===== config.mk =====
export PLATFORM = sky130hd
export DESIGN_NAME = hv_chunk_feeder
export DESIGN_NICKNAME = d
export VERILOG_FILES = /design/src/rtl/hv_chunk_feeder.sv
export SDC_FILE = /design/constraint.sdc
export NUM_CORES = 1
export LEC_CHECK = 0
export CAP_MARGIN = 20
export CORE_MARGIN = 8
export CORE_UTILIZATION = 45
export CTS_CLUSTER_DIAMETER = 30
export DETAILED_ROUTE_END_ITERATION = 8
export PLACE_DENSITY = 0.74
export RECOVER_POWER = 25
export SLEW_MARGIN = 20
export SYNTH_ARGS = -nofsm -noshare
export SYNTH_HDL_FRONTEND = slang
export SYNTH_HIERARCHICAL = 1
export SYNTH_SLANG_ARGS = --single-unit
export TNS_END_PERCENT = 20

===== constraint.sdc =====
create_clock -name clk -period 6.04 [get_ports clk]
set_input_delay 1.812 -clock clk [delete_from_list [all_inputs] [get_ports clk]]
set_output_delay 1.812 -clock clk [all_outputs]
set_load 0.1 [all_outputs]

===== src/rtl/hv_chunk_feeder.sv =====
// hv_chunk_feeder: packs a signed element stream into FTSIZE-wide chunks,
// feeds them to an external registered adder tree, and closes the
// accumulation loop through tree_last_in. After NUM_CHUNKS chunks it presents
// the dimension sum on a valid/ready result port.

// One chunk lane: holds a single element and shows it to the tree only while issuing.
module hv_chunk_feeder_lane #(
  parameter int W = 8
) (
  input  logic         clk,
  input  logic         reset,
  input  logic         we,
  input  logic         issue,
  input  logic [W-1:0] d,
  output logic [W-1:0] q
);
  logic [W-1:0] r;

  // Element storage, written when this lane is the current fill slot.
  always_ff @(posedge clk or negedge reset) begin
    if (!reset) r <= '0;
    else if (we) r <= d;
  end

  assign q = issue ? r : '0;
endmodule

module hv_chunk_feeder #(
  parameter int INPUT_WIDTH = 8,
  parameter int DIM_WIDTH   = 16,
  parameter int FTSIZE      = 16,
  parameter int NUM_CHUNKS  = 4
) (
  input  logic                          clk,
  input  logic                          reset,
  input  logic                          in_valid,
  output logic                          in_ready,
  input  logic [INPUT_WIDTH-1:0]        in_data,
  output logic [FTSIZE*INPUT_WIDTH-1:0] tree_inputs,
  output logic [DIM_WIDTH-1:0]          tree_last_in,
  input  logic [DIM_WIDTH-1:0]          tree_out,
  output logic                          sum_valid,
  input  logic                          sum_ready,
  output logic [DIM_WIDTH-1:0]          sum_data,
  output logic                          busy
);
  localparam int EW = (FTSIZE > 1) ? $clog2(FTSIZE) : 1;
  localparam int CW = (NUM_CHUNKS > 1) ? $clog2(NUM_CHUNKS) : 1;

  typedef enum logic [1:0] {FILL, ISSUE, CAPTURE, OUT} state_t;

  state_t                                  state, state_n;
  logic [EW-1:0]                           elem_cnt;
  logic [CW-1:0]                           chunk_cnt;
  logic [DIM_WIDTH-1:0]                    acc;
  logic [FTSIZE-1:0][INPUT_WIDTH-1:0]      lane_q;
  logic                                    accept, last_elem, last_chunk, issue;

  assign accept     = in_valid && in_ready;
  assign last_elem  = (elem_cnt == EW'(FTSIZE - 1));
  assign last_chunk = (chunk_cnt == CW'(NUM_CHUNKS - 1));
  assign issue      = (state == ISSUE);

  // Chunk register, one lane per tree input; lanes read as zero outside ISSUE.
  for (genvar k = 0; k < FTSIZE; k++) begin : g_lane
    hv_chunk_feeder_lane #(.W(INPUT_WIDTH)) u_lane (
      .clk   (clk),
      .reset (reset),
      .we    (accept && (elem_cnt == EW'(k))),
      .issue (issue),
      .d     (in_data),
      .q     (lane_q[k])
    );
  end

  assign tree_inputs = lane_q;

  // State register.
  always_ff @(posedge clk or negedge reset) begin
    if (!reset) state <= FILL;
    else        state <= state_n;
  end

  // Next state and handshake/result outputs.
  always_comb begin
    state_n      = state;
    in_ready     = 1'b0;
    sum_valid    = 1'b0;
    sum_data     = '0;
    tree_last_in = '0;
    case (state)
      FILL: begin
        in_ready = 1'b1;
        if (accept && last_elem) state_n = ISSUE;
      end
      ISSUE: begin
        // First chunk of a sum starts from zero so nothing carries across sums.
        tree_last_in = (chunk_cnt == '0) ? '0 : acc;
        state_n      = CAPTURE;
      end
      CAPTURE: state_n = last_chunk ? OUT : FILL;
      OUT: begin
        sum_valid = 1'b1;
        sum_data  = acc;
        if (sum_ready) state_n = FILL;
      end
      default: state_n = FILL;
    endcase
  end

  // Element/chunk counters and the running sum taken from the tree.
  always_ff @(posedge clk or negedge reset) begin
    if (!reset) begin
      elem_cnt  <= '0;
      chunk_cnt <= '0;
      acc       <= '0;
    end else begin
      case (state)
        FILL:    if (accept) elem_cnt <= last_elem ? '0 : elem_cnt + 1'b1;
        CAPTURE: begin
          acc <= tree_out;
          if (!last_chunk) chunk_cnt <= chunk_cnt + 1'b1;
        end
        OUT:     if (sum_ready) chunk_cnt <= '0;
        default: ;
      endcase
    end
  end

  assign busy = !((state == FILL) && (elem_cnt == '0) && (chunk_cnt == '0));
endmodule


# Word level (Yosys, flattened, before mapping)
# Index checks and enable logic that the tools add are counted.
# op_classes
n_reduce_logical,27
n_mul,0
add_sub_neg,2
n_bitwise,0
div_mod_pow,0
shifts,0
n_eq_ne,22
order_cmp,0
n_mux,28
# ops
operator,n
$mux 8,16
$mux 16,3
$eq 4x4->1 const B,8
$logic_and 1x1->1,19
$eq 4x3->1 const B,4
$eq 4x2->1 const B,2
$mux 2,4
$pmux 2 s4,1
$eq 2x2->1 const B,3
$add 4x1->4 const B,1
$eq 4x1->1 const B,1
$logic_not 2->1,2
$logic_not 4->1,1
$mux 4,1
$ne 2x2->1 const B,2
$pmux 2 s2,1
$reduce_and 2->1,2
$reduce_and 3->1,1
$add 2x1->2 const B,1
$eq 2x1->1 const B,1
$mux 1,2
$ne 2x1->1 const B,1
$reduce_bool 2->1,1
$logic_not 1->1,1
# totals
in_bits,28
mem_bits_rw,0
elab_cells,99
rom_bits,0
register_bits,152
out_inout_bits,163
latchBits,0
mem_count,0

# Logic depth before layout (Yosys ltp)
# Gate-level depths: netlist of the first run.
# logic_depth
depth_word,6
mapped_depth,6
depth_no_buf,5

# Cells and area by module
# The synthesis of the first run kept the hierarchy.
# modules_own_cells
module,n_inst,cells_per_inst,seq_area_each_um2,area_each_um2
hv_chunk_feeder_lane,16,25,200.2,381.6
hv_chunk_feeder,1,146,600.6,1441.4

# Worst setup path after synthesis of the first run
# No wires, ideal clock.
# synth_timing
path_kind,reg-to-output
from,register state[1]
to,output tree_inputs[0]
path_slack_ns,0.198
required_ns,4.228
arrival_ns,4.030
n_path_buf,2
path_stages_with_launch,5
cell_sequence,dfrtp_1 > buf_4 > clkbuf_1 > nor2_1 > and2_1
# synth_via
elab_chain_cells,2
# synth_lines
item,line_no,source
start: declaration,52,"state_t state, state_n;"
start signal: assignment,81,else state <= state_n;
$eq 2x1->1,62,assign issue = (state == ISSUE);
via issue,57,"logic accept, last_elem, last_chunk, issue;"
$mux 8,25,assign q = issue ? r : '0;
end: declaration,39,"output logic [FTSIZE*INPUT_WIDTH-1:0] tree_inputs,"
# The timed path passes the listed nets, and every way through them passes these cells.

# Worst setup path after layout of the first run
# layout_timing
from,register state[0]
to,output tree_last_in[3]
# layout_via
elab_chain_cells,2
# layout_lines
item,line_no,source
$eq 2x1->1,91,case (state)
$mux 16,91,
end: declaration,40,"output logic [DIM_WIDTH-1:0] tree_last_in,"
# No other way between the ends.

==> results.md, run 1 <==
- Fin crit share: ~87%
- Top Layer Used: met4
- Die X: around 150 um
- Fin nets: 767
- DRC violations left: 0
- Share of post-route cells with drive strength above 1: a little under two fifths
- Power Internal: roughly 3.0 mW
- Data arrival, critical path: approximately 3.4 ns
- Buffers on Ports: 190
- DR vias/cell: about 4.9
- Post-synth top flop: dfrtp_1
- Initial core utilization: 45.8%
- Max incr delay on CP: approximately 1.2 ns
- Number of synthesized flops with an enable pin: 0
- Leak: 4.68 nW
- GRT Util Overall: 18.4%
- Met1 WL: 8720 um
- ANT cells: 0
- Std-Cell Rows: 47
- Least-Margin Pin Slew: just under 3 ns
- CP max stage cell: clkdlybuf4s50_1
- Relative slew margins: -97.2%
- Synthesized area: roughly 0.0075 mm^2
- Most common cell in the netlist: dfrtp_1
- Fin. Hold Viols: 0
- WL final: roughly 19,000 um
- Met3 routed WL: between 1500 and 2000 um
- Root Driver: clkbuf_16
- #FFs+latches synth: around 150
- Failing checks: capacitance limit, slew limit
- DRT iter0 DRCs: between 200 and 250
- Number of global-route vias before repair: about 5,400
- Clk_lat worst skew: between 0.4 and 0.5 ns
- Largest net degree at the start of global routing: ~120
- HPWL after DPL: about 13,000 um
- WS Path Type: flop to primary output
- Die Y: between 100 and 150 um
- Post CTS Setup Buffer Count: 0
- PostCTS Resize Cnt: 0
- PwrDens: 492 mW/mm^2
- Sw Share: around 38%
- Type of the tightest min-delay check: flop to flop
- Die area: around 0.021 mm^2
- CTS tree: done
- Max Clock Freq: 190 MHz
- Final core utilization: roughly three fifths
- Power share of the combinational group: 40.4%
- Final Cell Area: 0.00993 mm^2
- Maximum VDD drop: ~230 uV
- Element type at the critical path end: primary output
- Clock sink count: around 150
- CP cell instances: inv_2 -> nor3_2 -> and2_1 -> clkdlybuf4s50_1
- Via Count: between 4,000 and 5,000
- Clk buf depth: 2
- RePlAce Congestion: 0.764
- Number of max-cap violations: 1
- CP required: about 4.2 ns
- Synth Warn #: 6
- Final Critical Period: 5.26 ns
- Hold-fix buffers, CTS: 0
- Number of CTS-inserted buffers: 17
- Register area share after synthesis: slightly above 50%
- Setup-failing EPs final: 0
- Distinct cells, synth: 34
- Met2 wire len: around 8400 um
- Final global-route overflow total: 0
- FFs w/ async S/R, synth: between 90% and 100%
- Synth-to-layout area growth: 31.5%
- First-pass DRT Iterations: 4
- Total negative slack: 0 ns
- Synth top area share: between 50 and 60%
- Post-DP Area: a little over 0.009 mm^2
- Hold_ws: ~0.5 ns
- RSZ-0062 raised after global routing: no
- Antenna violations before repair: 0
- Num ports: 191
- Area leader, netlist: dfrtp_1
- Net Sw Power: between 1.5 and 2 mW
- Worst-path clk slew: ~0.060 ns
- Skew final: ~0.0094 ns
- Clock power share: 22.8%
- CP max FO: 27
- Syn avg cell area: ~14 um^2
- First-pass GRT wire length: 31,100 um
- Post-synth top cells: 152 x dfrtp_1, 145 x and2_1, 128 x mux2_4
- Post-route antenna net violation count: 0
- Top area cells in the synthesized netlist: dfrtp_1 50%, mux2_4 25%, and2_1 12%
- Status: finished with violations
- CP Launch Type: flop
- Syn Inst Count: ~550
- Area of the core: approximately 0.016 mm^2
- Share of power burned in registers: a little under two fifths
- DR WL/cell: roughly 20 um
- Htree depth: 4
- Max Slew Vio Count: ~120
- Synth Net Count: 580
-- layout make-up --
type / instances / area, um^2
Clock buffer: 20 / 457
Timing Repair Buffer: 195 / 1720
Multi-Input combinational cell: 362 / 3490
Sequential cell: 152 / 3800
Inverter: 5 / 18.8
Clock inverter: 12 / 165
Fill cell: 1306 / 6540
Tap cell: 220 / 275
-- stage by stage --
stage	setup WS [ns]	total power [mW]	std cells
after global routing	0.525	5.13	966
final	0.784	4.89	966
after CTS	0.755	4.93	966
after detailed placement	1.21	3.79	934
after floorplan	0.198	3.36	546
after global placement	1.30	3.72	934
-- registers in the layout, summed over array words and instances, names as in the netlist --
| signal | cells |
|---|---|
| g_lane.u_lane/r | 128 |
| state | 2 |
| elem_cnt | 4 |
| acc | 16 |
| chunk_cnt | 2 |
-- cell usage in the layout (no fill, tap or decap), drive strengths merged, types with 3 or more instances in the layout --
master         netlist  layout
dfrtp              152     152
clkdlybuf4s50        0      86
dlygate4sd3          0      17
ha                   6       6
nor3                 6       6
o21ai                4       4
and3                16      16
nor2                15      15
nand2                7       7
and2               145     145
mux2               144     144
bufinv               0       3
clkbuf               7      21
nand3                3       3
clkinv               0       3
buf                 20      91
inv                  5       9
-- critical path: cells and delay by family (launching register included) --
kind          cells  cell delay, ns
simple gates      2            0.87
buf+inv           2            1.29
flops             1            0.87
-- per-layer routing --
layer	vias up	track usage, %
li1	2217	-
met1	2385	24.4
met2	166	27.2
met3	11	8.30
met4	0	4.16
met5	-	0
-- power groups by stage --
stage | combinational [mW] | sequential, mW | clock (mW)
6_report | 1.98 | 1.79 | 1.12
2_1_floorplan | 1.71 | 1.65 | 0
5_1_grt | 2.09 | 1.86 | 1.18
3_3_place_gp | 1.94 | 1.78 | 0
4_1_cts | 1.99 | 1.80 | 1.13
3_5_place_dp | 1.98 | 1.81 | 0
-- path summary, 6_finish.rpt --
| check | startpoint | endpoint | slack (ns) | depth (start not counted) |
|---|---|---|---|---|
| min | g_lane[2].u_lane/r[7] | g_lane[2].u_lane/r[7] | 0.50 | 1 |
| max | state[0] | tree_last_in[3] | 0.78 | 4 |
| max reg2reg | state[0] | g_lane[14].u_lane/r[2] | 3.23 | 4 |
| max in group asynchronous | reset | acc[7] | 1.97 | 1 |
| min in group asynchronous | reset | g_lane[9].u_lane/r[2] | 2.34 | 1 |
| min reg2reg | g_lane[2].u_lane/r[7] | g_lane[2].u_lane/r[7] | 0.50 | 1 |
-- cell families (layout without fill, tap and decap cells) --
kind of cell	after synthesis	after routing	synth area share [%]
and+or+nand+nor	198	198	15.9
DFF	152	152	50.4
muxes	145	145	28.0
buffers and inverters	32	232	3.55
AOI/OAI and AO/OA	12	12	1.06
adders and majority gates	6	6	0.995
xor gates and xnor gates	1	1	0.116
Power figures use the tool's default switching activity.
==> run 2, diff against run 1 <==
Settings changed: CORE_MARGIN 8 to not set, SKIP_CTS_REPAIR_TIMING set to 1.
==> results.md, run 2 (same netlist as run 1, synthesis figures left out) <==
- Status: finished with violations
- Failing checks: capacitance limit, slew limit
- Post-DP Area: 0.00932 mm^2 (about the same)
- Die X: 132 um (-9.6%)
- Element type at the critical path end: primary output
- CP max stage cell: clkdlybuf4s50_1
- RSZ-0062 raised after global routing: no
- Worst reg2reg path depth: 4 (unchanged)
- Clock sink count: 152 (unchanged)
- Multi-input gate area in the final layout: 0.00349 mm^2 (unchanged)
- Share of power burned in registers: 37.5% (+0.8 points)
- DR vias/cell: 4.99 (+0.77%)
- Highest-count cells in the layout ignoring fill and taps: 152 x dfrtp_1, 145 x and2_1, 128 x mux2_4
- Data arrival, critical path: 3.53 ns (+0.09 ns)
- Least-Margin Pin Slew: 2.82 ns (-0.138 ns)
- CP max FO: 54 (+100%)
- DR WL/cell: 18.5 um (-6.4%)
- Share of post-route cells with drive strength above 1: 36.2% (-0.54 points)
- Maximum VDD drop: 225 uV (-1.3%)
- Number of fill cells: 1,261 (-3.4%)
- Largest net degree at the start of global routing: 115 (-5.7%)
- Root Driver: clkbuf_16
- Max incr delay on CP: 1.14 ns (about the same)
- Net Sw Power: 1.84 mW (-0.73%)
- Post-route antenna net violation count: 0 (unchanged)
- GRT Util Overall: 21.4% (+3.0 points)
- Max Clock Freq: 187 MHz (-1.7%)
- R2R Path Start: state[0]
- ANT cells: 0 (unchanged)
- RePlAce Congestion: 0.764 (about the same)
- HPWL after DPL: 11,800 um (-8.8%)
- Final Critical Period: 5.34 ns (+0.0889 ns)
- Cells after DPL: 930 (-0.43%)
- Register area: 0.00380 mm^2 (unchanged)
- Die area: 0.0173 mm^2 (-18%)
- FF-to-FF setup slack: 3.27 ns (+0.04 ns)
- Largest registers: g_lane.u_lane/r x128, acc x16, elem_cnt x4
- Worst Setup EP: tree_inputs[125]
- Initial core utilization: 46.8% (+1.0 points)
- Placement Setup Slack: 1.07 ns (-0.138 ns)
- Reg with most FFs: g_lane.u_lane/r
- Fin crit share: 88.5% (+1.5 points)
- Power share of the combinational group: 41.1% (+0.7 points)
- First-pass DRT Iterations: 4 (unchanged)
- WS Path Type: flop to primary output
- Clk buf depth: 2 (unchanged)
- Leak: 4.65 nW (-0.73%)
- Die Y: 132 um (-9.6%)
- Max reg flops: 128 (unchanged)
- Commonest non-fill, non-tap cell in the layout: dfrtp_1
- Cell Count, Final, Fillers Out: 962 (-0.41%)
- Total negative slack: 0 ns (unchanged)
- Max Slew Vio Count: 115 (-5.7%)
- Worst-path clk slew: 0.06 ns (about the same)
- CP required: 4.23 ns (about the same)
- Number of global-route vias before repair: 5,035 (-6.0%)
- Synth-to-layout area growth: 31.0%
- PwrDens: 484 mW/mm^2 (-1.6%)
- Fin nets: 767 (unchanged)
- Clock power share: 21.4% (-1.4 points)
- Htree depth: 4 (unchanged)
- Final global-route overflow total: 0 (unchanged)
- Num ports: 191 (unchanged)
- CTS tree: done
- Area of the core: 0.0161 mm^2 (-2.1%)
- CP Launch Type: flop
- Fin. Hold Viols: 0 (unchanged)
- CP cell instances: inv_2 -> nor2_4 -> and2_1 -> clkdlybuf4s50_1
- Number of max-cap violations: 1 (unchanged)
- Power Internal: 2.95 mW (-2.9%)
- Antenna violations before repair: 0 (unchanged)
- Sw Share: 38.4% (+0.52 points)
- FF-to-FF End: g_lane[5].u_lane/r[7]
- Crit path from: state[0]
- Std-Cell Rows: 46 (-2.1%)
- DRC violations left: 0 (unchanged)
- WL final: 17,800 um (-6.8%)
- Relative slew margins: -88.0% (+9.2 points)
- Via Count: 4,796 (+0.36%)
- Number of CTS-inserted buffers: 17 (unchanged)
- Skew final: 0.00750 ns (-0.00190 ns)
- Setup-failing EPs final: 0 (unchanged)
- Type of the tightest min-delay check: flop to flop
- Buffers on Ports: 190 (unchanged)
- Final Cell Area: 0.00988 mm^2 (-0.43%)
- DRT iter0 DRCs: 199 (-10%)
- Clk_lat worst skew: 0.42 ns (about the same)
- Final WS setup: 0.695 ns (-0.0889 ns)
- First-pass GRT wire length: 29,100 um (-6.5%)
run 2: cell count changes in the layout (fill, tap and decap cells not counted):
cell             previous run  this run
clkbuf_1                    1         0
inv_6                       3         2
mux2_1                      0         1
clkinvlp_4                  2         4
mux2_2                     16        15
buf_4                      91        87
bufinv_16                   3         1
dlygate4sd3_1              17        16
clkdlybuf4s50_1            86        91
clkinv_2                    1         3
run 2: area by class of cell:
cell class,instances,share of cell area (%)
repair buffers,195,17.5
flip-flops and latches,152,38.5
well taps,216,2.73
clock buffers,19,4.58
multi-input cells,362,35.3
clock inverters,13,1.23
inverters,5,0.190
run 2: worst max-delay path, delay by kind of cell (launching register included):
| family | cells | cell delay [ns] |
|---|---|---|
| and+or+nand+nor | 2 | 0.94 |
| buffers and inverters | 2 | 1.28 |
| DFF | 1 | 0.87 |
run 2: routing by layer:
| metal | vias up | part of all wire, % | global-route usage [%] | routed length [um] |
|---|---|---|---|---|
| met1 | 2422 | 47 | 29.2 | 8350 |
| li1 | 2206 | - | - | - |
| met2 | 153 | 46 | 33.6 | 8150 |
| met4 | 0 | 0.96 | 5.81 | 170 |
| met3 | 15 | 6.2 | 5.79 | 1110 |
| met5 | - | 0 | 0 | 0 |
run 2: power groups by stage:
stage | Combinational [mW] | Sequential, mW | Clock (mW)
CTS | 1.99 | 1.80 | 1.05
detailed placement | 1.97 | 1.81 | 0
floorplan | 1.71 | 1.65 | 0
global route | 2.08 | 1.86 | 1.09
global placement | 1.93 | 1.77 | 0
finish | 1.97 | 1.79 | 1.02
run 2: worst min-delay path by stage:
| stage | startpoint | slack, ns | end | cells after the start |
|---|---|---|---|---|
| 2_1_floorplan | g_lane[0].u_lane/r[0] | 0.47 | g_lane[0].u_lane/r[0] | 1 |
| 3_3_place_gp | g_lane[13].u_lane/r[0] | 0.49 | g_lane[13].u_lane/r[0] | 1 |
| 3_5_place_dp | g_lane[2].u_lane/r[0] | 0.49 | g_lane[2].u_lane/r[0] | 1 |
| 4_1_cts | g_lane[13].u_lane/r[7] | 0.50 | g_lane[13].u_lane/r[7] | 1 |
| 5_1_grt | g_lane[3].u_lane/r[5] | 0.51 | g_lane[3].u_lane/r[5] | 1 |
| 6_report | g_lane[1].u_lane/r[5] | 0.50 | g_lane[1].u_lane/r[5] | 1 |
run 2: stage by stage:
step | hold WS [ns] | util, % | power [mW]
after detailed placement | 0.486 | 57.8 | 3.78
after CTS | 0.505 | 61.4 | 4.83
after global placement | 0.486 | 57.8 | 3.70
after floorplan | 0.474 | - | 3.36
after global routing | 0.514 | 61.3 | 5.03
final | 0.503 | 61.3 | 4.79
==> run 3, diff against run 2 <==
Settings changed: CORE_ASPECT_RATIO set to 1.2, SLEW_MARGIN 20 to 0.
==> results.md, run 3 (same netlist as run 1, synthesis figures left out) <==
- Number of CTS-inserted buffers: 17 (unchanged)
- Type of the tightest min-delay check: flop to flop
- Worst reg2reg path depth: 4 (unchanged)
- Die Y: 144 um (+9.4%)
- Via Count: 4,815 (+0.40%)
- R2R Path Start: state[1]
- FF-to-FF setup slack: 3.27 ns (about the same)
- Net Sw Power: 1.84 mW (-0.15%)
- Fin. Hold Viols: 0 (unchanged)
- Initial core utilization: 46.2% (-0.63 points)
- Root Driver: clkbuf_16
- Final core utilization: 60.7% (-0.61 points)
- Htree depth: 4 (unchanged)
- Data arrival, critical path: 3.49 ns (-0.04 ns)
- Std-Cell Rows: 51 (+11%)
- Fin nets: 767 (unchanged)
- DR vias/cell: 5.03 (+0.82%)
- Total negative slack: 0 ns (unchanged)
- Clk_lat worst skew: 0.42 ns (about the same)
- Share of power burned in registers: 37.1% (-0.4 points)
- CTS tree: done
- Hold path depth: 1 (unchanged)
- Relative slew margins: -62.1% (+26 points)
- Share of post-route cells with drive strength above 1: 36.7% (+0.54 points)
- CP max FO: 27 (-50%)
- Max reg flops: 128 (unchanged)
- DR WL/cell: 18.7 um (+1.2%)
- WS Path Type: flop to primary output
- Maximum VDD drop: 222 uV (-1.2%)
- Worst hold endpoint: g_lane[3].u_lane/r[4]
- Power Internal: 3.04 mW (+3.2%)
- Synth-to-layout area growth: 31.4%
- Leak: 4.68 nW (+0.75%)
- Antenna violations before repair: 0 (unchanged)
- Die area: 0.0173 mm^2 (about the same)
- Final Critical Period: 5.30 ns (-0.0452 ns)
- Reg with most FFs: g_lane.u_lane/r
- Status: finished with violations
- Clock sink count: 152 (unchanged)
- Area of the core: 0.0163 mm^2 (+1.4%)
- ANT cells: 0 (unchanged)
- DRT iter0 DRCs: 200 (+0.50%)
- Sw Share: 37.6% (-0.78 points)
- Num ports: 191 (unchanged)
- Failing checks: capacitance limit, slew limit
- First-pass GRT wire length: 28,200 um (-3.1%)
- First-pass DRT Iterations: 4 (unchanged)
- Number of global-route vias before repair: 5,139 (+2.1%)
- Highest-count cells in the layout ignoring fill and taps: 152 x dfrtp_1, 145 x and2_1, 128 x mux2_4
- Clk buf depth: 2 (unchanged)
- Fin crit share: 87.7% (-0.75 points)
- Max Clock Freq: 189 MHz (+0.85%)
- Clock power share: 22.5% (+1.1 points)
- GRT Util Overall: 21.4% (about the same)
- Hold Crit Start: g_lane[3].u_lane/r[4]
- Final Cell Area: 0.00992 mm^2 (+0.35%)
- Commonest non-fill, non-tap cell in the layout: dfrtp_1
- Largest registers: g_lane.u_lane/r x128, acc x16, elem_cnt x4
- CP required: 4.23 ns (about the same)
- Final global-route overflow total: 0 (unchanged)
- WL final: 17,900 um (+0.79%)
- Setup-failing EPs final: 0 (unchanged)
- Buffers on Ports: 190 (unchanged)
- Largest net degree at the start of global routing: 117 (+1.7%)
- DRC violations left: 0 (unchanged)
- RSZ-0062 raised after global routing: no
- Skew final: 0.00913 ns (+0.00164 ns)
- CP Launch Type: flop
- RePlAce Congestion: 0.704 (-7.9%)
- Worst-path clk slew: 0.06 ns (about the same)
- Number of max-cap violations: 1 (unchanged)
- PwrDens: 492 mW/mm^2 (+1.6%)
- Die X: 120 um (-8.6%)
- Number of fill cells: 1,265 (+0.32%)
- Post-DP Area: 0.00931 mm^2 (-0.11%)
- FF-to-FF End: g_lane[4].u_lane/r[5]
- Power share of the combinational group: 40.4% (-0.7 points)
- Max Slew Vio Count: 98 (-15%)
- Element type at the critical path end: primary output
- HPWL after DPL: 12,000 um (+1.8%)
- Least-Margin Pin Slew: 2.43 ns (-0.389 ns)
- Post-route antenna net violation count: 0 (unchanged)
run 3: critical path, stage by stage, from the launching register on:
cell,delay [ns]
dfrtp_1,0.89
inv_2,0.14
nor3_2,0.67
and2_1,0.22
clkdlybuf4s50_1,1.14
run 3: metal layers:
metal	vias to the layer above	wire length, um	global-route usage, %
li1	2217	-	-
met1	2418	7810	27.5
met4	0	235	6.50
met2	159	8840	35.2
met3	21	1030	6.11
met5	-	0	0
run 3: how the worst max path moves through the flow:
stage / startpoint / end / slack (ns) / cells after the start
2_1_floorplan: state[1] / tree_inputs[0] / 0.20 / 4
3_3_place_gp: state[0] / tree_inputs[117] / 1.25 / 4
3_5_place_dp: state[0] / tree_last_in[12] / 1.14 / 4
4_1_cts: state[0] / tree_last_in[12] / 0.68 / 4
5_1_grt: state[0] / tree_inputs[98] / 0.49 / 4
6_report: state[0] / tree_last_in[12] / 0.74 / 4
run 3: through the flow:
step                      hold WS (ns)  worst slack (ns)  cells  power (mW)
after floorplan                  0.474             0.198    546        3.36
final                            0.500             0.740    958        4.88
after detailed placement         0.486              1.14    925        3.80
after global placement           0.486              1.25    925        3.71
after global routing             0.514             0.485    958        5.11
after CTS                        0.503             0.682    957        4.92
run 3: layout make-up:
cell class	instances	area (um^2)	share of cell area, %
sequential	152	3800	38.3
multi-input combinational	362	3500	35.3
tap	212	265	2.67
clock buffer	21	470	4.74
clock inverter	11	145	1.46
timing repair buffer	195	1720	17.3
inverter	5	18.8	0.189
run 3: power groups by stage:
stage | combinational, mW | sequential [mW] | clock, mW
CTS | 1.99 | 1.81 | 1.12
global placement | 1.93 | 1.78 | 0
detailed placement | 1.98 | 1.82 | 0
global route | 2.08 | 1.87 | 1.16
finish | 1.97 | 1.81 | 1.10
floorplan | 1.71 | 1.65 | 0
